File: src/rtl/glb_sched_pkg.sv
// Shared types and constants for the GLB stream scheduler and its picker.
package glb_sched_pkg;

  localparam int GLB_BEAT_W = 17;

  typedef enum logic [2:0] {
    IDLE,
    WAIT,
    ARB,
    BURST,
    DONE
  } sched_state_t;

endpackage

File: src/rtl/glb_stream_sched_rr_pick.sv
// Rotating-priority picker: returns the first asserted req at or after ptr,
// wrapping past N-1 back to 0. Purely combinational.
module rr_pick #(
  parameter int N  = 4,
  parameter int IW = (N > 1) ? $clog2(N) : 1
) (
  input  logic [N-1:0]  req,
  input  logic [IW-1:0] ptr,
  output logic          found,
  output logic [IW-1:0] idx
);

  logic [IW-1:0] cand;

  // Walk from the farthest candidate back toward ptr so the nearest one wins.
  always_comb begin
    found = 1'b0;
    idx   = '0;
    cand  = '0;
    for (int k = N - 1; k >= 0; k--) begin
      cand = IW'((int'(ptr) + k) % N);
      if (req[cand]) begin
        found = 1'b1;
        idx   = cand;
      end
    end
  end

endmodule

File: src/rtl/glb_stream_sched.sv
// Round-robin scheduler sharing one GLB-to-fabric write channel among NUM_SRC
// stream sources, with a post-flush start delay and bounded bursts.
//
// state | meaning
// IDLE  | parked until flush falls
// WAIT  | start-delay down-counter running to terminal count
// ARB   | one-cycle pick of the next valid, unfinished source
// BURST | granted source drives the channel for up to BURST_LEN beats
// DONE  | every source finished; all_done held until flush
module glb_stream_sched
  import glb_sched_pkg::*;
#(
  parameter int NUM_SRC     = 4,
  parameter int BURST_LEN   = 8,
  parameter int START_DELAY = 3,
  localparam int ID_W       = $clog2(NUM_SRC)
) (
  input  logic                          clk,
  input  logic                          rst_n,
  input  logic                          flush,
  input  logic [NUM_SRC*GLB_BEAT_W-1:0] src_data,
  input  logic [NUM_SRC-1:0]            src_valid,
  input  logic [NUM_SRC-1:0]            src_done,
  output logic [NUM_SRC-1:0]            src_ready,
  output logic [GLB_BEAT_W-1:0]         out_data,
  output logic                          out_valid,
  input  logic                          out_ready,
  output logic [ID_W-1:0]               grant_id,
  output logic                          all_done
);

  localparam logic [7:0]      LAST_BEAT = 8'(BURST_LEN - 1);
  localparam logic [3:0]      DLY_LOAD  = 4'(START_DELAY);
  localparam logic [ID_W-1:0] LAST_ID   = ID_W'(NUM_SRC - 1);

  sched_state_t state, state_nxt;

  logic                  flush_q;
  logic [3:0]            dly_cnt;
  logic [7:0]            beat_cnt;
  logic [ID_W-1:0]       rr_ptr;
  logic [ID_W-1:0]       grant_q;
  logic [ID_W-1:0]       grant_inc;
  logic [NUM_SRC-1:0]    req;
  logic                  pick_found;
  logic [ID_W-1:0]       pick_idx;
  logic [GLB_BEAT_W-1:0] data_arr [NUM_SRC];
  logic                  cur_done;
  logic                  beat;
  logic                  burst_end;

  // Finished sources are masked out so they can never win arbitration.
  assign req = src_valid & ~src_done;

  rr_pick #(
    .N  (NUM_SRC),
    .IW (ID_W)
  ) u_pick (
    .req   (req),
    .ptr   (rr_ptr),
    .found (pick_found),
    .idx   (pick_idx)
  );

  always_comb begin
    for (int i = 0; i < NUM_SRC; i++) begin
      data_arr[i] = src_data[GLB_BEAT_W*i +: GLB_BEAT_W];
    end
  end

  assign cur_done  = src_done[grant_q];
  assign grant_inc = (grant_q == LAST_ID) ? '0 : grant_q + ID_W'(1);
  assign grant_id  = grant_q;
  assign all_done  = (state == DONE);

  // src_done on the granted source kills the handshake in the same cycle,
  // so a beat coinciding with done is dropped rather than half-delivered.
  always_comb begin
    state_nxt = state;
    out_data  = '0;
    out_valid = 1'b0;
    src_ready = '0;
    beat      = 1'b0;
    burst_end = 1'b0;
    case (state)
      IDLE: begin
        if (flush_q && !flush) state_nxt = WAIT;
      end
      WAIT: begin
        if (dly_cnt == 4'd0) state_nxt = ARB;
      end
      ARB: begin
        if (pick_found)     state_nxt = BURST;
        else if (&src_done) state_nxt = DONE;
      end
      BURST: begin
        out_data = data_arr[grant_q];
        if (!cur_done && !flush) begin
          out_valid          = src_valid[grant_q];
          src_ready[grant_q] = out_ready;
        end
        beat      = out_valid & out_ready;
        burst_end = cur_done | (beat & (beat_cnt == LAST_BEAT));
        if (burst_end) state_nxt = ARB;
      end
      DONE: begin
        state_nxt = DONE;
      end
      default: begin
        state_nxt = IDLE;
      end
    endcase
    if (flush) state_nxt = IDLE;
  end

  always_ff @(posedge clk or negedge rst_n) begin
    if (!rst_n) begin
      state <= IDLE;
    end else begin
      state <= state_nxt;
    end
  end

  always_ff @(posedge clk or negedge rst_n) begin
    if (!rst_n) begin
      flush_q  <= 1'b0;
      dly_cnt  <= '0;
      beat_cnt <= '0;
      rr_ptr   <= '0;
      grant_q  <= '0;
    end else begin
      flush_q <= flush;
      if (flush) begin
        dly_cnt  <= '0;
        beat_cnt <= '0;
        rr_ptr   <= '0;
      end else begin
        case (state)
          IDLE: begin
            if (state_nxt == WAIT) dly_cnt <= DLY_LOAD;
          end
          WAIT: begin
            if (dly_cnt != 4'd0) dly_cnt <= dly_cnt - 4'd1;
          end
          ARB: begin
            if (pick_found) begin
              grant_q  <= pick_idx;
              beat_cnt <= '0;
            end
          end
          BURST: begin
            if (burst_end)  rr_ptr   <= grant_inc;
            else if (beat)  beat_cnt <= beat_cnt + 8'd1;
          end
          default: begin
          end
        endcase
      end
    end
  end

endmodule

File: config.mk
export PLATFORM = sky130hd
export DESIGN_NAME = glb_stream_sched
export DESIGN_NICKNAME = d
export VERILOG_FILES = /design/src/rtl/glb_sched_pkg.sv /design/src/rtl/glb_stream_sched_rr_pick.sv /design/src/rtl/glb_stream_sched.sv
export SDC_FILE = /design/constraint.sdc
export NUM_CORES = 1
export LEC_CHECK = 0
export BUFFER_PORTS_ARGS = -buffer_cell sky130_fd_sc_hd__buf_2
export CELL_PAD_IN_SITES_DETAIL_PLACEMENT = 2
export CELL_PAD_IN_SITES_GLOBAL_PLACEMENT = 2
export CORE_ASPECT_RATIO = 0.75
export CORE_MARGIN = 2
export CORE_UTILIZATION = 27
export CTS_CLUSTER_DIAMETER = 100
export DETAILED_ROUTE_END_ITERATION = 10
export MAX_ROUTING_LAYER = met4
export PLACE_DENSITY = 0.95
export SLEW_MARGIN = 30
export SYNTH_ARGS = -nofsm -noshare
export SYNTH_HDL_FRONTEND = slang
export SYNTH_SLANG_ARGS = --single-unit
export TNS_END_PERCENT = 1
File: constraint.sdc
create_clock -name clk -period 6.9 [get_ports clk]
set_input_delay 0.69 -clock clk [delete_from_list [all_inputs] [get_ports clk]]
set_output_delay 0.69 -clock clk [all_outputs]
set_load 0.01 [all_outputs]
==> key figures, run 1 <==
Setup path
  – Critical path class: flop to primary output
  – R2r startpoint: grant_id[1]
  – CP Capture Type: primary output
  – Crit-path max FO: 24
  – RR Endpoint: beat_cnt[7]
  – FF-to-FF path depth: 5
  – Cell family with most CP delay: flip-flops
  – Critical Path AT: 2470 ps
  – Setup crit start kind: flop
  – Crit path cell chain: mux4_2, or2_1, a2111oi_0, buf_2
  – Crit path largest cell delay: 720 ps
  – Slowest stage cell, crit path: dfrtp_2
  – WP buf/inv: 1
  – Reg2reg setup slack: 4240 ps
  – Worst endpoint required time: roughly 6200 ps

CTS
  – Resized cells post-CTS: 0
  – CTS sink cnt: 20
  – CTS buffer count: 3
  – CTS Hold Bufs: 0
  – Clock Tree Root: clkbuf_8
  – Clk Latency, worst-skew pair: 270 ps
  – CTS clk-pin slew, worst paths: 90 ps
  – Clock Tree Buf Depth: 2
  – Post-CTS Repair Setup Buffers: 0
  – H-tree depth: 1
  – CTS tree: yes

GRT
  – Initial antenna violation count: 0
  – Global route overflow: 0
  – Largest net degree at the start of global routing: 26
  – GRT Util Overall: 20.74%
  – Vias in the first global route: 2279
  – First-pass GRT wire length: 12.06 mm

STA
  – Worst-Margin Slew: ~700 ps
  – Final setup skew: ~7.6 ps
  – Setup total negative slack: 0 ps
  – Final worst slack: around 3700 ps
  – Fin crit share: 45.75%
  – Final min period: 3156 ps
  – Max Clock Freq: 316.8 MHz
  – Max Slew Vio Count: 0
  – Final Hold Fails: 0
  – Unrepaired setup endpoints after global routing: no
  – Relative slew margins: 53.27%
  – Final Setup Violations: 0

Finish
  – Number of fill cells: 770
  – Final cell utilization of the core: 37.67%
  – Antenna diode count: 0
  – Finished Cell Area: 2549 sq um
  – Final nets: 379
  – Commonest non-fill, non-tap cells in the layout: buf_2 (104), and2_1 (23), dfrtp_1 (19)
  – Area delta synth->final: 35.44%
  – Most common cell after layout, fill and taps aside: buf_2
  – Layout cells sized above 1: between 40% and 50%

Power and ir drop
  – Worst vdd ir: 61.76 uV
  – Reg power frac: 30.5%
  – Clock power share: between 20 and 25%
  – Power Dens Cells: 209.0 nW/um^2
  – Sw power: 192.2 uW
  – Leak pwr: 0.001194 uW
  – Int Power: 340.4 uW
  – Logic gate share of total power: 46.7%
  – Sw Share: 36.09%

Synth
  – Async set-reset flop share out of synthesis: 100.0%
  – Synth warnings: 0
  – Cell area after synthesis: 1882 sq um
  – Syn Nets: 279
  – Sequential-to-total area share from yosys stat: 26.60%
  – Post-synth EDFFs: 0
  – Cells after Synth: roughly 190
  – #FFs+latches synth: 20
  – Distinct cell type count after synthesis: 47
  – Avg Cell Area, Syn: 9.750 sq um
  – Main synth FF type: dfrtp_1

Floorplan
  – Io pins: 105
  – Overall die width: 100.4 microns
  – Die Area: 7661 sq um
  – Initial core utilization: between 20% and 30%
  – Row Count: 26
  – Die height: 76.30 microns
  – Core area: 6766 sq um

Drt
  – Drt via density: 5.457
  – Total wire length: 7.905 mm
  – DRT Pass-1 Iters: 4
  – Vias: 2052
  – Detail Route Antenna Nets: 0
  – Number of remaining DRC errors: 0
  – DR iter-0 viols: 76
  – Routed wire length per instance: between 20 and 25 microns

Placement
  – Number of port buffers: 104
  – DP Worst Slack: 3653 ps
  – Placement Cell Area: 2476 sq um
  – GPL Wtd Cong: 0.8946
  – Post-detail-place hpwl: 6.476 mm

Worst hold path
  – Hold Crit Class: input port to asynchronous set/reset pin

Outcome
  – Status: complete, no violations

Flow run
  – Max Cap Violations: 0
synthesized netlist by cell type, types with 2 or more instances:
master,count,share of area (%)
and2_1,23,7.6
dfrtp_1,20,27
mux4_2,18,22
nor2_1,15,3.0
a21oi_1,10,2.7
nand2_1,10,2.0
inv_1,9,1.8
clkbuf_1,6,1.2
ha_1,6,4.0
mux2i_1,5,2.7
o21ai_0,5,1.3
nand4_1,4,1.3
nor2b_1,4,1.3
nor3_1,4,1.1
buf_1,3,0.60
nand3_1,3,0.80
nor3b_1,3,1.2
or4_1,3,1.2
xor2_1,3,1.4
a211oi_1,2,0.80
a22oi_1,2,0.80
a2bb2oi_1,2,0.93
a311oi_1,2,0.93
and3_1,2,0.66
and3b_1,2,0.93
mux2_2,2,1.2
o211ai_1,2,0.80
o2bb2ai_1,2,0.93
o31ai_1,2,0.80
or3b_2,2,0.93
routing by layer:
layer  vias up  global-route usage [%]  share of wire [%]
li1        926                       -                  -
met1      1019                   22.90                 40
met2        89                   37.18                 51
met3        18                   4.220                5.8
met4         0                   6.712                3.3
met5         -                       -                  0
kinds of logic after synthesis:
family	Yosys count	share of synthesized area, %
compound gates	37	13.50
xor+xnor	3	1.397
fa+ha+maj	6	3.989
buf+inv	19	3.856
flops	20	26.60
mux	25	25.40
simple gates	83	25.27
per-stage QoR:
stage | power, uW | hold slack, ps | instances
2_1_floorplan | 327.4 | 394.4 | 193
3_3_place_gp | 390.0 | 527.0 | 372
3_5_place_dp | 413.6 | 564.8 | 372
4_1_cts | 538.2 | 390.4 | 376
5_1_grt | 563.6 | 405.0 | 376
6_report | 532.7 | 378.3 | 376
registers in the layout (all words and copies together), names as in the netlist:
name and cells:
grant_id 2, flush_q 1, rr_ptr 2, dly_cnt 4, beat_cnt 8, state 3
power groups by stage:
stage               Sequential, uW  Clock (uW)  Combinational [uW]
detailed placement             163           0                 251
global route                   165         128                 270
finish                         162         122                 249
global placement               160           0                 230
CTS                            161         125                 253
floorplan                      142           0                 186
worst max path at each step:
| stage | cells after the start | start | to |
|---|---|---|---|
| finish | 4 | grant_id[1] | out_valid |
| global route | 4 | grant_id[1] | out_valid |
| CTS | 4 | grant_id[1] | out_valid |
| detailed placement | 4 | grant_id[1] | out_valid |
| global placement | 4 | grant_id[1] | out_valid |
| floorplan | 3 | src_done[3] | out_valid |
layout make-up:
| type | instances | area [sq um] | share of cell area [%] |
|---|---|---|---|
| flip-flops and latches | 20 | 501.7 | 19.69 |
| well taps | 84 | 105.1 | 4.124 |
| multi-input cells | 154 | 1309 | 51.35 |
| inverters | 9 | 33.78 | 1.325 |
| clock buffers | 3 | 41.29 | 1.620 |
| clock inverters | 1 | 30.03 | 1.178 |
| repair buffers | 105 | 528.0 | 20.72 |
No activity file was read; power rests on OpenSTA's default activity.
==> run 2: changes to the inputs <==
ABC_AREA = 1   (was default)
CORE_UTILIZATION = 20   (was 27)
PLACE_DENSITY = 0.86   (was 0.95)
clock period = 2.6 ns   (was 6.9 ns; I/O delays follow)
==> run 2 against run 1 <==
Compared with the run above:
- clock skew fell by 3.6 ps
- register-to-register slack worse by 3600 ps
- flip-flop and latch count is the same
- worst hold slack got worse by 150 ps
- die area grew 47%
- cell count grew 55%
- sequential power increased by 140%
- critical endpoint is now out_data[0]
- clock power grew to 3.0 times the previous value
- power rose to 2.9 times the previous value
- cell area rose by 11%
==> key figures, run 2 <==
STA
  – Max Slew Vio Count: 0 (unchanged)
  – Final Hold Fails: 0 (unchanged)
  – Final Setup Violations: 0 (unchanged)
  – Setup total negative slack: 0 ps (unchanged)
  – Fin crit share: 84.67%
  – Final setup skew: 4.029 ps (was 7.598 ps)
  – Max Clock Freq: 454.2 MHz
  – Unrepaired setup endpoints after global routing: no (unchanged)
  – Final min period: 2202 ps
  – Relative slew margins: 55.41% (was 53.27%)
  – Worst-Margin Slew: 662.7 ps (was 700.9 ps)
  – Final Hold Slack: 232.3 ps (was 378.3 ps)

Drt
  – DR iter-0 viols: 87 (was 76)
  – Detail Route Antenna Nets: 0 (unchanged)
  – Total wire length: 8.996 mm (was 7.905 mm)
  – DRT Pass-1 Iters: 4 (unchanged)
  – Routed wire length per instance: 15.46 microns (was 21.02 microns)
  – Vias: 2700 (was 2052)
  – Drt via density: 4.639 (was 5.457)
  – Number of remaining DRC errors: 0 (unchanged)

Setup path
  – Setup crit start kind: flop (unchanged)
  – Critical path class: flop to primary output (unchanged)
  – Crit-path max FO: 31 (was 24)
  – CP Capture Type: primary output (unchanged)
  – Critical Path AT: 1940 ps (was 2470 ps)
  – Worst endpoint required time: 2340 ps (was 6210 ps)

Synth
  – Share of the synthesized area in the top cell type: 23.94% (was 26.60%)
  – Most common cell in the netlist: nor2_1 (was and2_1)
  – Async set-reset flop share out of synthesis: 100.0% (unchanged)
  – Sequential-to-total area share from yosys stat: 23.94% (was 26.60%)
  – Synth area leaders: dfrtp_1 (24%), nor2_1 (16%), nand2_1 (9.7%), o21ai_0 (9.1%), nand3_1 (6.7%) (was dfrtp_1 (27%), mux4_2 (22%), and2_1 (7.6%), ha_1 (4.0%), nor2_1 (3.0%))
  – Post-synth EDFFs: 0 (unchanged)
  – Syn Nets: 436 (was 279)
  – Leading area contributor after synthesis: dfrtp_1 (unchanged)
  – #FFs+latches synth: 20 (unchanged)
  – Cell area after synthesis: 2091 sq um (was 1882 sq um)
  – Avg Cell Area, Syn: 5.974 sq um (was 9.750 sq um)
  – Main synth FF type: dfrtp_1 (unchanged)
  – Synth warnings: 0 (unchanged)
  – Cells after Synth: 350 (was 193)
  – Synth top cells by count: nor2_1 (91), nand2_1 (54), o21ai_0 (38) (was and2_1 (23), dfrtp_1 (20), mux4_2 (18))
  – Distinct cell type count after synthesis: 30 (was 47)

CTS
  – Clk Latency, worst-skew pair: 260 ps (was 270 ps)
  – H-tree depth: 1 (unchanged)
  – Post-CTS Repair Setup Buffers: 0 (unchanged)
  – Resized cells post-CTS: 0 (unchanged)
  – Clock Tree Root: clkbuf_16 (was clkbuf_8)
  – CTS Hold Bufs: 1 (was 0)
  – CTS sink cnt: 20 (unchanged)
  – Clock Tree Buf Depth: 2 (unchanged)
  – CTS buffer count: 3 (unchanged)
  – CTS tree: yes (unchanged)
  – CTS clk-pin slew, worst paths: 60 ps (was 90 ps)

Floorplan
  – Core area: 10250 sq um (was 6766 sq um)
  – Die Area: 11300 sq um (was 7661 sq um)
  – Io pins: 105 (unchanged)
  – Initial core utilization: 20.40% (was 27.81%)
  – Row Count: 32 (was 26)
  – Overall die width: 122.1 microns (was 100.4 microns)
  – Die height: 92.55 microns (was 76.30 microns)

Power and ir drop
  – Leak pwr: 0.001483 uW (was 0.001194 uW)
  – Worst vdd ir: 204.8 uV (was 61.76 uV)
  – Power Dens Cells: 553.7 nW/um^2 (was 209.0 nW/um^2)
  – Total Power: 1561 uW (was 532.7 uW)

Finish
  – Max reg flops: 8 (unchanged)
  – Largest regs: beat_cnt: 8 flops, dly_cnt: 4 flops, state: 3 flops (unchanged)
  – Antenna diode count: 0 (unchanged)
  – Commonest non-fill, non-tap cells in the layout: buf_2 (104), nor2_1 (91), nand2_1 (54) (was buf_2 (104), and2_1 (23), dfrtp_1 (19))
  – Final nets: 533 (was 379)
  – Layout cells sized above 1: 28.25% (was 45.89%)
  – Area delta synth->final: 34.89% (was 35.44%)
  – Most common cell after layout, fill and taps aside: buf_2 (unchanged)
  – Final cell count without fillers: 582 (was 376)
  – Largest register by flop count: beat_cnt (unchanged)

GRT
  – First-pass GRT wire length: 14.43 mm (was 12.06 mm)
  – Vias in the first global route: 2973 (was 2279)
  – Global route overflow: 0 (unchanged)
  – Initial antenna violation count: 0 (unchanged)
  – Largest net degree at the start of global routing: 37 (was 26)
  – GRT Util Overall: 16.24% (was 20.74%)

Placement
  – GPL Wtd Cong: 0.7974 (was 0.8946)
  – Post-detail-place hpwl: 7.386 mm (was 6.476 mm)
  – Number of port buffers: 104 (unchanged)
  – Placed Cells: 577 (was 372)

Worst hold path
  – Hold Crit Class: input port to flop (was input port to asynchronous set/reset pin)

Outcome
  – Status: complete, no violations (unchanged)

Flow run
  – Max Cap Violations: 0 (unchanged)
run 2: stage by stage:
stage | instance area [sq um] | utilization [%] | setup WS [ps]
6_report | 2820 | 27.51 | 398.5
5_1_grt | 2820 | 27.51 | 177.9
4_1_cts | 2820 | 27.51 | 371.7
3_5_place_dp | 2721 | 26.55 | 651.9
3_3_place_gp | 2721 | 26.55 | 746.3
2_1_floorplan | 2091 | - | 833.6
run 2: worst max-delay path, cell delays in order, from the launching register on:
cell and delay, ps:
dfrtp_1 630, buf_4 420, nor2_1 100, nor2_1 90, o21ai_0 120, a21oi_1 160
buf_2 150
run 2: logic make-up after synthesis:
| kind of cell | Yosys count | share of synthesized area, % |
|---|---|---|
| AOI/OAI and AO/OA | 65 | 15.92 |
| xor gates and xnor gates | 9 | 3.770 |
| adders and majority gates | 6 | 3.591 |
| buffers and inverters | 47 | 9.874 |
| DFF | 20 | 23.94 |
| and+or+nand+nor | 203 | 42.91 |
run 2: power breakdown:
group / internal [uW] / switching, uW / leakage, uW
registers: 334 / 56.7 / 0.000273
clock network: 235 / 126 / 0.0000442
logic: 288 / 523 / 0.00117
total: 856 / 705 / 0.00148
run 2: final timing paths:
path                        startpoint           to  slack, ps  depth (start not counted)
max reg2reg                grant_id[0]  beat_cnt[3]        680                         11
max                        grant_id[0]  out_data[0]        400                          6
max in group asynchronous        rst_n    rr_ptr[1]       1760                          2
min in group asynchronous        rst_n  beat_cnt[0]        490                          2
min                              flush      flush_q        230                          1
min reg2reg                 dly_cnt[0]   dly_cnt[0]        480                          1
run 2: layout make-up:
cell class | count | area [sq um]
Clock buffer | 4 | 88.84
Tap cell | 136 | 170.2
Timing Repair Buffer | 110 | 568.0
Inverter | 29 | 108.9
Multi-Input combinational cell | 283 | 1384
Fill cell | 1305 | 7430
Sequential cell | 20 | 500.5
run 2: layer usage:
metal | vias up | global-route usage [%] | share of wire, %
li1 | 1334 | - | -
met1 | 1313 | 19.83 | 45
met2 | 49 | 29.75 | 51
met3 | 4 | 1.970 | 3.7
met4 | 0 | 1.437 | 0.27
met5 | - | - | 0
